## config.mk

```make
export PLATFORM = sky130hd
export DESIGN_NAME = qspi_arb
export DESIGN_NICKNAME = d
export VERILOG_FILES = /design/src/rtl/qspi_arb_pkg.sv /design/src/rtl/qspi_arb_rr_pick.sv /design/src/rtl/qspi_arb.sv
export SDC_FILE = /design/constraint.sdc
export NUM_CORES = 1
export LEC_CHECK = 0
export ABC_AREA = 1
export CORE_ASPECT_RATIO = 0.9
export CORE_MARGIN = 2
export CORE_UTILIZATION = 42
export DETAILED_ROUTE_END_ITERATION = 8
export MAX_ROUTING_LAYER = met4
export PLACE_DENSITY = 0.81
export SYNTH_ARGS = -nofsm -noshare
export SYNTH_HDL_FRONTEND = slang
export SYNTH_HIERARCHICAL = 1
export SYNTH_SLANG_ARGS = --single-unit
```

## constraint.sdc

```tcl
create_clock -name clk -period 2.9 [get_ports clk]
set_input_delay 0.87 -clock clk [delete_from_list [all_inputs] [get_ports clk]]
set_output_delay 0.87 -clock clk [all_outputs]
set_load 0.005 [all_outputs]
```

## src/rtl/qspi_arb_pkg.sv

```systemverilog
// -----------------------------------------------------------------------------
// qspi_arb_pkg
// Shared types and constants for the qspi channel arbiter.
//   arb_state_t : arbiter FSM state encoding (IDLE, ISSUE, WAIT, DONE)
//   ARB_FIXED   : MODE value selecting fixed priority (channel 0 highest)
//   ARB_RR      : MODE value selecting round-robin arbitration
//   idx_width() : bits needed to hold a channel index (at least 1)
// -----------------------------------------------------------------------------
package qspi_arb_pkg;

   typedef enum logic [1:0] {
      IDLE  = 2'd0,
      ISSUE = 2'd1,
      WAIT  = 2'd2,
      DONE  = 2'd3
   } arb_state_t;

   localparam int ARB_FIXED = 0;
   localparam int ARB_RR    = 1;

   // A single channel still needs a 1-bit index so port widths stay legal.
   function automatic int idx_width(input int n);
      return (n > 1) ? $clog2(n) : 1;
   endfunction

endpackage

```

## src/rtl/qspi_arb_rr_pick.sv

```systemverilog
// -----------------------------------------------------------------------------
// qspi_arb_rr_pick
// Combinational rotating picker: returns the first set request at or after
// base_i, wrapping modulo N. Tying base_i to zero turns it into a plain
// lowest-index-wins priority encoder.
// Ports:
//   req_i  [N]  : request vector
//   base_i [BW] : starting index of the search (must be < N)
//   win_o  [N]  : one-hot winner (all zero when no request)
//   any_o       : at least one request is set
// -----------------------------------------------------------------------------
module qspi_arb_rr_pick
   import qspi_arb_pkg::*;
#(
   parameter int N  = 3,
   parameter int BW = idx_width(N)
) (
   input  logic [N-1:0]  req_i,
   input  logic [BW-1:0] base_i,
   output logic [N-1:0]  win_o,
   output logic          any_o
);

   int            pos;
   logic [BW-1:0] sel;
   logic          found;

   always_comb begin
      win_o = '0;
      found = 1'b0;
      pos   = 0;
      sel   = '0;
      for (int k = 0; k < N; k++) begin
         // Walk positions base, base+1, ... folding back past N-1.
         pos = int'(base_i) + k;
         if (pos >= N) pos = pos - N;
         sel = BW'(pos);
         if (!found && req_i[sel]) begin
            win_o[sel] = 1'b1;
            found      = 1'b1;
         end
      end
      any_o = found;
   end

endmodule

```

## src/rtl/qspi_arb.sv

```systemverilog
// -----------------------------------------------------------------------------
// qspi_arb
// N-channel arbiter in front of the qspi line-fill/flush engine. One request
// is latched in IDLE, driven to qspi, and completed with a one-cycle done
// pulse to its owner. MODE selects fixed priority or round-robin.
// Ports:
//   clk, reset      : clock, asynchronous active-low reset
//   req    [NCH]    : per-channel request level
//   write  [NCH]    : per-channel 1 = push line to memory, 0 = pull
//   mem    [NCH]    : per-channel 1 = rom/flash, 0 = ram
//   tag    [NCH*TW] : per-channel line tag, channel i = tag[i*TW +: TW]
//   gnt    [NCH]    : one-hot owner of the engine
//   done   [NCH]    : one-cycle completion pulse for the owner
//   m_req           : request to qspi, held until m_ack
//   m_write, m_mem  : latched write/mem of the owner
//   m_paddr [TW]    : latched tag of the owner
//   m_ack           : qspi accepted m_req (only looked at in ISSUE)
//   m_done          : qspi finished the line (only looked at in ISSUE/WAIT)
//   dbg_state       : current FSM state for observation
// Handshake: m_req stays high from the cycle after arbitration until the
// first cycle m_ack is seen high; m_done is accepted together with m_ack or
// any later cycle while waiting. done pulses exactly once per accepted line.
// -----------------------------------------------------------------------------
module qspi_arb
   import qspi_arb_pkg::*;
#(
   parameter int NCH         = 3,
   parameter int PA          = 22,
   parameter int LINE_LENGTH = 4,
   parameter int MODE        = ARB_RR,
   parameter int TW          = PA - $clog2(LINE_LENGTH)
) (
   input  logic              clk,
   input  logic              reset,
   input  logic [NCH-1:0]    req,
   input  logic [NCH-1:0]    write,
   input  logic [NCH-1:0]    mem,
   input  logic [NCH*TW-1:0] tag,
   output logic [NCH-1:0]    gnt,
   output logic [NCH-1:0]    done,
   output logic              m_req,
   output logic              m_write,
   output logic              m_mem,
   output logic [TW-1:0]     m_paddr,
   input  logic              m_ack,
   input  logic              m_done,
   output arb_state_t        dbg_state
);

   localparam int IW = idx_width(NCH);

   // ---------------------------------------------------------------------
   // Registered state
   // ---------------------------------------------------------------------
   arb_state_t       state_q;
   logic [IW-1:0]    idx_q;
   logic [IW-1:0]    ptr_q;
   logic [NCH-1:0]   gnt_q;
   logic [NCH-1:0]   done_q;
   logic             m_req_q;
   logic             wr_q;
   logic             mem_q;
   logic [TW-1:0]    tag_q;

   // ---------------------------------------------------------------------
   // IDLE decode: pick a winner and mux its fields
   // ---------------------------------------------------------------------
   logic [IW-1:0]    pick_base;
   logic [NCH-1:0]   pick_win;
   logic             pick_any;
   logic [IW-1:0]    win_idx_d;
   logic             win_wr_d;
   logic             win_mem_d;
   logic [TW-1:0]    win_tag_d;

   // Fixed priority is the rotating picker with the search anchored at 0.
   assign pick_base = (MODE == ARB_RR) ? ptr_q : '0;

   qspi_arb_rr_pick #(
      .N  (NCH),
      .BW (IW)
   ) u_pick (
      .req_i  (req),
      .base_i (pick_base),
      .win_o  (pick_win),
      .any_o  (pick_any)
   );

   always_comb begin
      win_idx_d = '0;
      win_wr_d  = 1'b0;
      win_mem_d = 1'b0;
      win_tag_d = '0;
      for (int i = 0; i < NCH; i++) begin
         if (pick_win[i]) begin
            win_idx_d = IW'(i);
            win_wr_d  = write[i];
            win_mem_d = mem[i];
            win_tag_d = tag[i*TW +: TW];
         end
      end
   end

   // ---------------------------------------------------------------------
   // FSM with registered outputs
   // ---------------------------------------------------------------------
   always_ff @(posedge clk or negedge reset) begin
      if (!reset) begin
         state_q <= IDLE;
         idx_q   <= '0;
         ptr_q   <= '0;
         gnt_q   <= '0;
         done_q  <= '0;
         m_req_q <= 1'b0;
         wr_q    <= 1'b0;
         mem_q   <= 1'b0;
         tag_q   <= '0;
      end else begin
         case (state_q)
            IDLE: begin
               if (pick_any) begin
                  // Owner fields freeze here until the transaction retires.
                  idx_q   <= win_idx_d;
                  gnt_q   <= pick_win;
                  wr_q    <= win_wr_d;
                  mem_q   <= win_mem_d;
                  tag_q   <= win_tag_d;
                  m_req_q <= 1'b1;
                  state_q <= ISSUE;
               end
            end
            ISSUE: begin
               if (m_ack) begin
                  m_req_q <= 1'b0;
                  if (m_done) begin
                     // Engine finished in the accept cycle: skip WAIT.
                     done_q  <= gnt_q;
                     state_q <= DONE;
                  end else begin
                     state_q <= WAIT;
                  end
               end
            end
            WAIT: begin
               if (m_done) begin
                  // gnt_q is the owner's one-hot, so done can only hit it.
                  done_q  <= gnt_q;
                  state_q <= DONE;
               end
            end
            DONE: begin
               // Bubble cycle: owner sees done and may drop req before the
               // next arbitration in IDLE.
               gnt_q  <= '0;
               done_q <= '0;
               if (MODE == ARB_RR) begin
                  ptr_q <= (idx_q == IW'(NCH-1)) ? '0 : idx_q + 1'b1;
               end
               state_q <= IDLE;
            end
            default: begin
               state_q <= IDLE;
            end
         endcase
      end
   end

   assign gnt       = gnt_q;
   assign done      = done_q;
   assign m_req     = m_req_q;
   assign m_write   = wr_q;
   assign m_mem     = mem_q;
   assign m_paddr   = tag_q;
   assign dbg_state = state_q;

endmodule

```

==> impl_metrics.tcl <==
set metrics [dict create \
    setup_violations 0 \
    p_seq_share_pct 21.7 \
    clock_path_buffers 2 \
    cp_slowest_cell "clkdlybuf4s50_1" \
    netlist_instances 333 \
    clk_latency_ps 290 \
    worst-path-buf-inv 2 \
    cts_resized 0 \
    post-cts-setup-buffers 0 \
    cts_root_buf "clkbuf_8" \
    yosysSeqAreaShare_pct 38.0 \
    finalClockSkew_ps 9.00 \
    layout_min_cycle_time_ps 2600 \
    htreeDepth 2 \
    ys_top_cells_by_area "dfrtp_1, nand2_1, nand3_1, ha_1, nor2_1" \
    dpl-instance-area_sq_um 3370 \
    grt_max_degree 36 \
    pwr-share-comb_pct 68.2 \
    end_kind "register" \
    powerDensity_nw_per_um2 1130 \
    required_ps 3120 \
    grt_pass1_vias 2426 \
    status "complete, no violations" \
    final_cell_count_no_fill 504 \
    hold_class "register to register" \
    cts_tree "built" \
    yosysTopAreaCellShare_pct 38.0 \
    gp_congestion 0.848 \
    synth_area_per_cell_sq_um 6.92 \
    dieArea_sq_um 6090 \
    path_class "input pin to register" \
    max_slew_margin_pct 46.7 \
    finalNetCount 518 \
    rows 25 \
    antenna_cells 0 \
    finalCritPeriodShare_pct 89.6 \
    numClockSinks 35 \
    routed_wl_microns 6450 \
    grtUsageTotal_pct 23.6 \
    drc 0 \
    first_pass_iters 4 \
    cts_made_buffers 5 \
    initial_core_util_pct 43.6 \
    max_freq_ghz 0.385 \
    antenna_found_initial 0 \
    grt_setup_unrepaired "no" \
    coreArea_sq_um 5290 \
    cp_max_fo 14 \
    slew_violations 0 \
    postRouteAntennaNets 0 \
    area.growth.synth_to_final_pct 50.7 \
    startpoint_type "input pin" \
    drive_above_1_share_pct 8.24 \
    die_y_microns 74.3 \
    clkTransAtPathRegs_ps 70 \
    synth_warnings 6 \
    numPortBuffers 103 \
    synth_largest_area_cell "dfrtp_1" \
    tightest_slew_ps 800 \
    fillers 467 \
    post-dp-hpwl_microns 4880 \
    syn_area_sq_um 2300 \
    vias 2543 \
    initialDrtViolationCount 123 \
    crit_path_max_incr_delay_ps 500 \
    num_io_pins 104 \
    rrSetupSlack_ps 480 \
    holdWs_ps 465 \
    leakage_nw 1.62 \
    hold_violations 0 \
    fin_area_sq_um 3470 \
    wl_per_cell_microns 12.8 \
    grt_overflow 0 \
    crit_family "simple AND/OR/NAND/NOR gates" \
    fin_setup_tns_ps 0 \
    power.internal_mw 2.04 \
    ir_worst_vdd_v 0.000581 \
    grt_pass1_wl_microns 10700 \
    arrival_ps 2820 \
    maxCapViolations 0 \
    viasPerCell 5.05 \
    total_power_mw 3.94 \
    switchingPower_mw 1.90 \
    synth_nets 415 \
    synth_cell_types 27 \
    crit_chain "clkdlybuf4s50_1 > nand2_1 > nand2_2 > nand2_4 > a31oi_1 > nand2_1 > buf_4 > nor2_2 > nand3_1 > nand3_1" \
    place_inst 496 \
    netSwitchingFraction_pct 48.3 \
    synth-seq-cells 35 \
    die_w_microns 82.1 \
    pwr-share-clk_pct 10.1 \
    hold_buffers 0 \
]
layout by cell type (no fill, tap or decap), drive strengths merged:
master / count
nor2: 31
buf: 8
nor3: 6
clkinv: 1
o21ai: 9
clkinvlp: 1
or2: 5
clkdlybuf4s50: 102
inv: 28
nand2: 122
a31oi: 1
nand4: 7
nand3: 56
a21oi: 6
o21a: 1
o211ai: 1
dfrtp: 35
clkbuf: 7
ha: 9
o31ai: 1
metrics by stage:
stage | utilization [%] | setup WS, ps
2_1_floorplan | - | 776
3_3_place_gp | 63.7 | 118
3_5_place_dp | 63.7 | 44.2
4_1_cts | 65.7 | 342
5_1_grt | 65.7 | 189
6_report | 65.7 | 301
state kept, by name, indices dropped and copies added (netlist names):
name and flops:
m_write 1, m_paddr 20, gnt 3, idx_q 2, dbg_state 2, m_mem 1, pick_base 2, m_req 1
done 3
area by class of cell:
cell class | instances | area [sq um] | share of cell area [%]
multi-input cells | 255 | 1220 | 35.2
repair buffers | 110 | 1080 | 31.1
flip-flops and latches | 35 | 876 | 25.2
inverters | 29 | 109 | 3.14
clock buffers | 7 | 96.3 | 2.77
well taps | 67 | 83.8 | 2.41
clock inverters | 1 | 7.51 | 0.216
path summary, 6_finish.rpt:
| kind | from | cells after the start | end |
|---|---|---|---|
| max | req[1] | 10 | m_paddr[18] |
| min reg2reg | idx_q[1] | 1 | pick_base[0] |
| min in group asynchronous | reset | 1 | m_paddr[0] |
| max reg2reg | pick_base[0] | 12 | m_paddr[18] |
| min | idx_q[1] | 1 | pick_base[0] |
| max in group asynchronous | reset | 1 | m_paddr[6] |
worst register-to-register path, cell delays in order, from the launching register on:
cell and delay [ps]:
dfrtp_1 390, inv_1 80, ha_1 400, inv_2 140
nand2_1 60, nand3_1 70, nand2_2 60, a31oi_1 140
nand2_1 100, buf_4 200, nor2_2 440, nand3_1 140
nand3_1 130
power by group through the flow:
stage                     clock (mW)  combinational (mW)  sequential (mW)
after floorplan                    0                1.82            0.867
after global placement             0                2.60            0.862
after detailed placement           0                2.69            0.864
after CTS                      0.412                2.70            0.859
after global routing           0.432                3.06            0.886
final                          0.398                2.68            0.856
per-layer routing:
metal  vias to the layer above  routed length [microns]  GRT usage (%)
li1                       1269                        -              -
met1                      1180                     2830           28.7
met2                        85                     3110           37.4
met3                         9                      412           5.70
met4                         0                       95           10.2
met5                         -                        0              -
cells by family after synthesis:
logic type | count (synthesis) | synth area share, %
flip-flops | 35 | 38.0
buffers and inverters | 43 | 8.96
AND/OR/NAND/NOR | 227 | 43.6
adder cells (fa/ha/maj) | 9 | 4.89
AO/OA/AOI/OAI | 19 | 4.51
Yosys cell counts, drive strengths merged:
library cell / number
nand2: 122
nand3: 56
dfrtp: 35
nor2: 31
inv: 28
buf: 13
ha: 9
o21ai: 9
nand4: 7
a21oi: 6
nor3: 6
or2: 5
a31oi: 1
clkbuf: 1
clkinv: 1
o211ai: 1
o21a: 1
o31ai: 1
(Power assumes the default switching activity.)
